### config.mk
export PLATFORM = sky130hd
export DESIGN_NAME = cps1_pixel_conv
export DESIGN_NICKNAME = d
export VERILOG_FILES = /design/src/rtl/cps1_pixel_conv.sv
export SDC_FILE = /design/constraint.sdc
export NUM_CORES = 1
export LEC_CHECK = 0
export BUFFER_PORTS_ARGS = -buffer_cell sky130_fd_sc_hd__buf_2
export CORE_ASPECT_RATIO = 1.2
export CORE_MARGIN = 1.5
export CORE_UTILIZATION = 25
export CTS_BUF_LIST = sky130_fd_sc_hd__clkbuf_2
export CTS_CLUSTER_DIAMETER = 100
export CTS_CLUSTER_SIZE = 10
export DETAILED_ROUTE_END_ITERATION = 10
export GPL_ROUTABILITY_DRIVEN = 0
export PLACE_DENSITY_LB_ADDON = 0.12
export SLEW_MARGIN = 10
export SYNTH_ARGS = -nofsm -noshare
export SYNTH_HDL_FRONTEND = slang
export SYNTH_SLANG_ARGS = --single-unit
export TNS_END_PERCENT = 50
### constraint.sdc
create_clock -name PCLK_i -period 20.9 [get_ports PCLK_i]
set_input_delay 4.18 -clock PCLK_i [delete_from_list [all_inputs] [get_ports PCLK_i]]
set_output_delay 4.18 -clock PCLK_i [all_outputs]
set_load 0.03 [all_outputs]
### src/rtl/cps1_pixel_conv.sv
`default_nettype none
// ============================================================================
//  Module   : cps1_pixel_conv
//  Purpose  : CPS1 pixel pipeline. Expands 4-bit colour plus a 4-bit
//             brightness nibble to 8-bit RGB over three register stages.
//             Alongside the pipeline, the input timing is measured to
//             report lock and per-frame mismatch status.
//  Revision : 1.0  initial release
// ============================================================================
module cps1_pixel_conv #(
  parameter int DE_CYC_PER_LINE = 768,
  parameter int ACT_LINES       = 224,
  parameter int LOCK_FRAMES     = 4
) (
  input  logic       PCLK_i,
  input  logic       RST_i,
  input  logic [3:0] R_i,
  input  logic [3:0] G_i,
  input  logic [3:0] B_i,
  input  logic [3:0] F_i,
  input  logic       HSYNC_i,
  input  logic       VSYNC_i,
  input  logic       DE_i,
  input  logic [8:0] xpos_i,
  input  logic [8:0] ypos_i,
  input  logic       frame_change_i,
  output logic [7:0] R_o,
  output logic [7:0] G_o,
  output logic [7:0] B_o,
  output logic       HSYNC_o,
  output logic       VSYNC_o,
  output logic       DE_o,
  output logic [8:0] xpos_o,
  output logic [8:0] ypos_o,
  output logic       locked_o,
  output logic       mismatch_o
);

  localparam logic [10:0] c_DE_CYC      = 11'(DE_CYC_PER_LINE);
  localparam logic [8:0]  c_ACT_LINES   = 9'(ACT_LINES);
  localparam logic [2:0]  c_LOCK_FRAMES = 3'(LOCK_FRAMES);

  typedef enum logic [1:0] {
    ST_UNLOCKED = 2'd0,
    ST_CHECKING = 2'd1,
    ST_LOCKED   = 2'd2
  } state_t;

  // Exact expansion: floor(c*17*(15+2F)/45). Worst-case product 11475 fits 14 bits.
  function automatic logic [7:0] f_expand(input logic [3:0] c, input logic [3:0] f);
    logic [13:0] w_prod;
    w_prod = 14'(c) * 14'd17 * (14'd15 + {9'd0, f, 1'b0});
    return 8'(w_prod / 14'd45);
  endfunction

  // ---------------------------------------------------------------- pipeline
  logic [3:0] r_s1_r, r_s1_g, r_s1_b, r_s1_f;
  logic       r_s1_hs, r_s1_vs, r_s1_de;
  logic [8:0] r_s1_x, r_s1_y;
  logic [7:0] r_s2_r, r_s2_g, r_s2_b;
  logic       r_s2_hs, r_s2_vs, r_s2_de;
  logic [8:0] r_s2_x, r_s2_y;
  logic [7:0] r_s3_r, r_s3_g, r_s3_b;
  logic       r_s3_hs, r_s3_vs, r_s3_de;
  logic [8:0] r_s3_x, r_s3_y;

  // Three-stage pipeline: capture, expand, blank outside the active area.
  always_ff @(posedge PCLK_i) begin
    if (RST_i) begin
      r_s1_r  <= '0;  r_s1_g  <= '0;  r_s1_b  <= '0;  r_s1_f <= '0;
      r_s1_hs <= 1'b1; r_s1_vs <= 1'b1; r_s1_de <= 1'b0;
      r_s1_x  <= '0;  r_s1_y  <= '0;
      r_s2_r  <= '0;  r_s2_g  <= '0;  r_s2_b  <= '0;
      r_s2_hs <= 1'b1; r_s2_vs <= 1'b1; r_s2_de <= 1'b0;
      r_s2_x  <= '0;  r_s2_y  <= '0;
      r_s3_r  <= '0;  r_s3_g  <= '0;  r_s3_b  <= '0;
      r_s3_hs <= 1'b1; r_s3_vs <= 1'b1; r_s3_de <= 1'b0;
      r_s3_x  <= '0;  r_s3_y  <= '0;
    end else begin
      r_s1_r  <= R_i;     r_s1_g  <= G_i;     r_s1_b  <= B_i;  r_s1_f <= F_i;
      r_s1_hs <= HSYNC_i; r_s1_vs <= VSYNC_i; r_s1_de <= DE_i;
      r_s1_x  <= xpos_i;  r_s1_y  <= ypos_i;

      r_s2_r  <= f_expand(r_s1_r, r_s1_f);
      r_s2_g  <= f_expand(r_s1_g, r_s1_f);
      r_s2_b  <= f_expand(r_s1_b, r_s1_f);
      r_s2_hs <= r_s1_hs; r_s2_vs <= r_s1_vs; r_s2_de <= r_s1_de;
      r_s2_x  <= r_s1_x;  r_s2_y  <= r_s1_y;

      r_s3_r  <= r_s2_de ? r_s2_r : 8'd0;
      r_s3_g  <= r_s2_de ? r_s2_g : 8'd0;
      r_s3_b  <= r_s2_de ? r_s2_b : 8'd0;
      r_s3_hs <= r_s2_hs; r_s3_vs <= r_s2_vs; r_s3_de <= r_s2_de;
      r_s3_x  <= r_s2_x;  r_s3_y  <= r_s2_y;
    end
  end

  assign R_o     = r_s3_r;
  assign G_o     = r_s3_g;
  assign B_o     = r_s3_b;
  assign HSYNC_o = r_s3_hs;
  assign VSYNC_o = r_s3_vs;
  assign DE_o    = r_s3_de;
  assign xpos_o  = r_s3_x;
  assign ypos_o  = r_s3_y;

  // ---------------------------------------------------------- timing monitor
  logic        r_de_prev, r_fc_prev, r_first, r_bad;
  logic [10:0] r_decnt;
  logic [8:0]  r_lines;
  logic        w_rise, w_fall, w_fc_acc, w_eval, w_line_bad, w_good;

  assign w_rise     = DE_i & ~r_de_prev;
  assign w_fall     = ~DE_i & r_de_prev;
  // A pulse held over consecutive cycles only counts on its first cycle.
  assign w_fc_acc   = frame_change_i & ~r_fc_prev;
  assign w_eval     = w_fc_acc & ~r_first;
  // A line ending in the evaluation cycle still belongs to the old frame.
  assign w_line_bad = w_fall & (r_decnt != c_DE_CYC);
  assign w_good     = (r_lines == c_ACT_LINES) & ~r_bad & ~w_line_bad & ~DE_i;

  // Per-line DE cycle count, per-frame line count and bad-line flag.
  always_ff @(posedge PCLK_i) begin
    if (RST_i) begin
      r_de_prev <= 1'b0;
      r_fc_prev <= 1'b0;
      r_first   <= 1'b1;
      r_bad     <= 1'b0;
      r_decnt   <= '0;
      r_lines   <= '0;
    end else begin
      r_de_prev <= DE_i;
      r_fc_prev <= frame_change_i;

      if (w_rise)
        r_decnt <= 11'd1;
      else if (DE_i && r_decnt != 11'h7FF)
        r_decnt <= r_decnt + 11'd1;

      if (w_fc_acc) begin
        // A line starting in the evaluation cycle belongs to the new frame.
        r_first <= 1'b0;
        r_bad   <= 1'b0;
        r_lines <= w_rise ? 9'd1 : 9'd0;
      end else begin
        if (w_line_bad)
          r_bad <= 1'b1;
        if (w_rise && r_lines != 9'h1FF)
          r_lines <= r_lines + 9'd1;
      end
    end
  end

  // ---------------------------------------------------------- lock FSM
  state_t     r_state, w_state_nxt;
  logic [2:0] r_gcnt, w_gcnt_nxt, w_gcnt_inc;
  logic       r_locked, r_mismatch;

  assign w_gcnt_inc = r_gcnt + 3'd1;

  // State, good-frame counter and registered status outputs.
  always_ff @(posedge PCLK_i) begin
    if (RST_i) begin
      r_state    <= ST_UNLOCKED;
      r_gcnt     <= '0;
      r_locked   <= 1'b0;
      r_mismatch <= 1'b0;
    end else begin
      r_state    <= w_state_nxt;
      r_gcnt     <= w_gcnt_nxt;
      r_locked   <= (w_state_nxt == ST_LOCKED);
      r_mismatch <= w_eval & ~w_good;
    end
  end

  // Next-state decode, advanced only on an evaluated frame boundary.
  always_comb begin
    w_state_nxt = r_state;
    w_gcnt_nxt  = r_gcnt;
    if (w_eval) begin
      case (r_state)
        ST_UNLOCKED: begin
          if (w_good) begin
            w_gcnt_nxt  = 3'd1;
            w_state_nxt = (3'd1 >= c_LOCK_FRAMES) ? ST_LOCKED : ST_CHECKING;
          end
        end
        ST_CHECKING: begin
          if (w_good) begin
            w_gcnt_nxt  = w_gcnt_inc;
            w_state_nxt = (w_gcnt_inc >= c_LOCK_FRAMES) ? ST_LOCKED : ST_CHECKING;
          end else begin
            w_gcnt_nxt  = 3'd0;
            w_state_nxt = ST_UNLOCKED;
          end
        end
        ST_LOCKED: begin
          if (!w_good) begin
            w_gcnt_nxt  = 3'd0;
            w_state_nxt = ST_UNLOCKED;
          end
        end
        default: begin
          w_gcnt_nxt  = 3'd0;
          w_state_nxt = ST_UNLOCKED;
        end
      endcase
    end
  end

  assign locked_o   = r_locked;
  assign mismatch_o = r_mismatch;

endmodule
`default_nettype wire

==> results.json <==
{
  "route.detailed.drc": 0,
  "numCtsBuffers": 17,
  "detail_route.vias_per_cell": 5.086,
  "cp-start-kind": "flop",
  "postSynth.topFlopCell": "dfxtp_1",
  "dr.first_iter.drc_count": 880,
  "timing_worst_setup_path_type": "flop to flop",
  "clock_tree.root_cell": "clkbuf_2",
  "rsz0062_at_grt": "false",
  "netlist-cell-type-count": 117,
  "clk_latency_ns": 0.95,
  "die-height_um": 274.6,
  "initial_core_util": 0.2526,
  "count_of_flip_flops_with_a_built_in_enable_after_synthesis": 0,
  "overflow": 0,
  "vias_in_the_first_global_route": 13880,
  "number_of_endpoints_failing_setup_at_the_final_stage": 0,
  "timing.final.hold_violations": 0,
  "global_route_wire_length_before_repair_mm": 71.70,
  "final-max-slew-violation-count": 0,
  "asyncSetResetFlopFracSynth": 0,
  "maxClockFrequency_ghz": 0.07721,
  "fp.coreArea_um2": 60820,
  "postCtsHoldBufs": 0,
  "final_net_count": 2161,
  "max_cap_violations": 0,
  "timing.final.ws_setup_ns": 7.948,
  "fp-row-count": 99,
  "post-dp-hpwl_mm": 34.20,
  "finClkSkew_ns": 0.05935,
  "grt_start_max_net_pins": 58,
  "final.period_utilization": 0.6197,
  "status": "finished clean",
  "timing.hold.worst.class": "flop to flop",
  "cts_post_setup_buffers_inserted": 0,
  "routed_wl_mm": 44.27,
  "gr-usage-all-layers": 0.1388,
  "dp_worst_setup_slack_ns": 8.024,
  "sequential_element_share_of_the_synthesized_area": 0.2045,
  "yosys_register_bits": 157,
  "layout.cells.most_common_list": "nor2_1 (168), inv_1 (158), dfxtp_1 (157), nand2_1 (142), a21oi_1 (91)",
  "post_synth_instance_area_um2": 15370,
  "first_pass_iters": 5,
  "design.portCount": 87,
  "arrival_ns": 13.80,
  "synthCells": 1943,
  "floorplan.die_area_um2": 62970,
  "worstSetupEndpointType": "flop",
  "critical-path-max-stage-delay_ns": 0.77,
  "port_buffers": 86,
  "min_period_ns": 12.95,
  "crit_path_top_delay_cell": "xnor2_1",
  "tightest_slew_ns": 1.111,
  "cts.sinks": 157,
  "ant_nets": 0,
  "path_max_fanout": 14,
  "commonest_non_fill_non_tap_cell_in_the_layout": "nor2_1",
  "cts.clk_slew.worst_paths_ns": 0.31,
  "ctsResizeCount": 0,
  "setup_tns_ns": 0,
  "avgSynthCellArea_um2": 7.908,
  "synth_nets": 2119,
  "htree_levels": 4,
  "die_width_um": 229.3,
  "vias": 14280,
  "post_route_cells_drive_above_1_share": 0.1146,
  "yosys_warns": 0,
  "clock_tree.buffer_depth": 2,
  "area.growth.synth_to_final_pct": 9.446,
  "maxSlewHeadroom": 0.2560,
  "post_dr_wirelength_cell_um": 15.77,
  "cts_tree": "yes",
  "crit_required_ns": 21.75,
  "initial_antenna_violation_count": 2,
  "setup.reg_to_reg.worst_slack_ns": 7.95
}
## layout make-up
class | count | area, um^2
diodes | 1 | 2.502
repair buffers | 97 | 515.5
inverters | 159 | 596.8
multi-input cells | 1553 | 11310
clock buffers | 18 | 90.09
fillers | 6612 | 44000
well taps | 808 | 1011
flip-flops and latches | 157 | 3143
clock inverters | 14 | 147.6
## worst paths after layout
path                     to  startpoint  depth (start not counted)
setup / recovery  r_s2_b[0]   r_s1_f[0]                         38
hold / removal    ypos_o[3]   r_s2_y[3]                          1
setup reg to reg  r_s2_b[0]   r_s1_f[0]                         38
hold reg to reg   ypos_o[3]   r_s2_y[3]                          1
## worst max-delay path, delay by kind of cell (launching register included)
family | cells | cell delay [ns]
flip-flops | 1 | 0.55
XOR/XNOR | 3 | 2.08
buffers and inverters | 3 | 0.34
AND/OR/NAND/NOR | 10 | 3.10
adder cells (fa/ha/maj) | 5 | 1.99
AO/OA/AOI/OAI | 17 | 4.76
## stage by stage
step	cells	utilization	cell area [um^2]	hold WS, ns
6_report	2807	0.2765	16820	0.4194
4_1_cts	2806	0.2765	16810	0.4179
5_1_grt	2807	0.2765	16820	0.4418
3_5_place_dp	2774	0.2726	16580	0.3929
3_3_place_gp	2774	0.2726	16580	0.3907
2_1_floorplan	1943	-	15370	0.3895
## sequential cells by signal, summed over array words and instances (netlist names), 9 cells and up
register / flops
r_s1_y: 9
r_lines: 9
r_decnt: 11
r_s1_x: 9
r_s2_y: 9
r_s2_x: 9
xpos_o: 9
ypos_o: 9
## Yosys cell counts, types with 21 or more instances
| cell | count | share of area |
|---|---|---|
| nand4_1 | 32 | 0.013 |
| nor3_1 | 59 | 0.019 |
| nor2_1 | 168 | 0.041 |
| nor2b_1 | 81 | 0.033 |
| xor2_1 | 38 | 0.022 |
| xnor2_1 | 45 | 0.026 |
| a31oi_1 | 21 | 0.0086 |
| dfxtp_1 | 157 | 0.20 |
| a21oi_1 | 91 | 0.030 |
| o211ai_1 | 26 | 0.013 |
| o21a_1 | 24 | 0.012 |
| a21o_1 | 30 | 0.015 |
| or3_1 | 22 | 0.0090 |
| nand2_1 | 142 | 0.035 |
| nand3_1 | 64 | 0.021 |
| o21ai_0 | 78 | 0.025 |
| and2_1 | 59 | 0.024 |
| clkbuf_1 | 53 | 0.013 |
| fa_1 | 63 | 0.082 |
| inv_1 | 158 | 0.039 |
| ha_1 | 73 | 0.059 |
| a211oi_1 | 24 | 0.012 |
## cells by family after synthesis
logic type,count (synthesis),synth area share
adders and majority gates,143,0.1461
DFF,157,0.2045
AOI/OAI and AO/OA,540,0.2602
buffers and inverters,233,0.05952
xor gates and xnor gates,88,0.05260
muxes,25,0.01710
and+or+nand+nor,757,0.2599
## layer usage
metal  wire [um]  share of wire  track usage
met1       20540           0.46       0.1754
met4         760          0.017      0.04363
met2       21830           0.49       0.2457
met3        1145          0.026      0.01658
met5           0              0            0
Power is not shown: default switching activity piles up to over one toggle a cycle in this logic, so the estimate is an artifact.
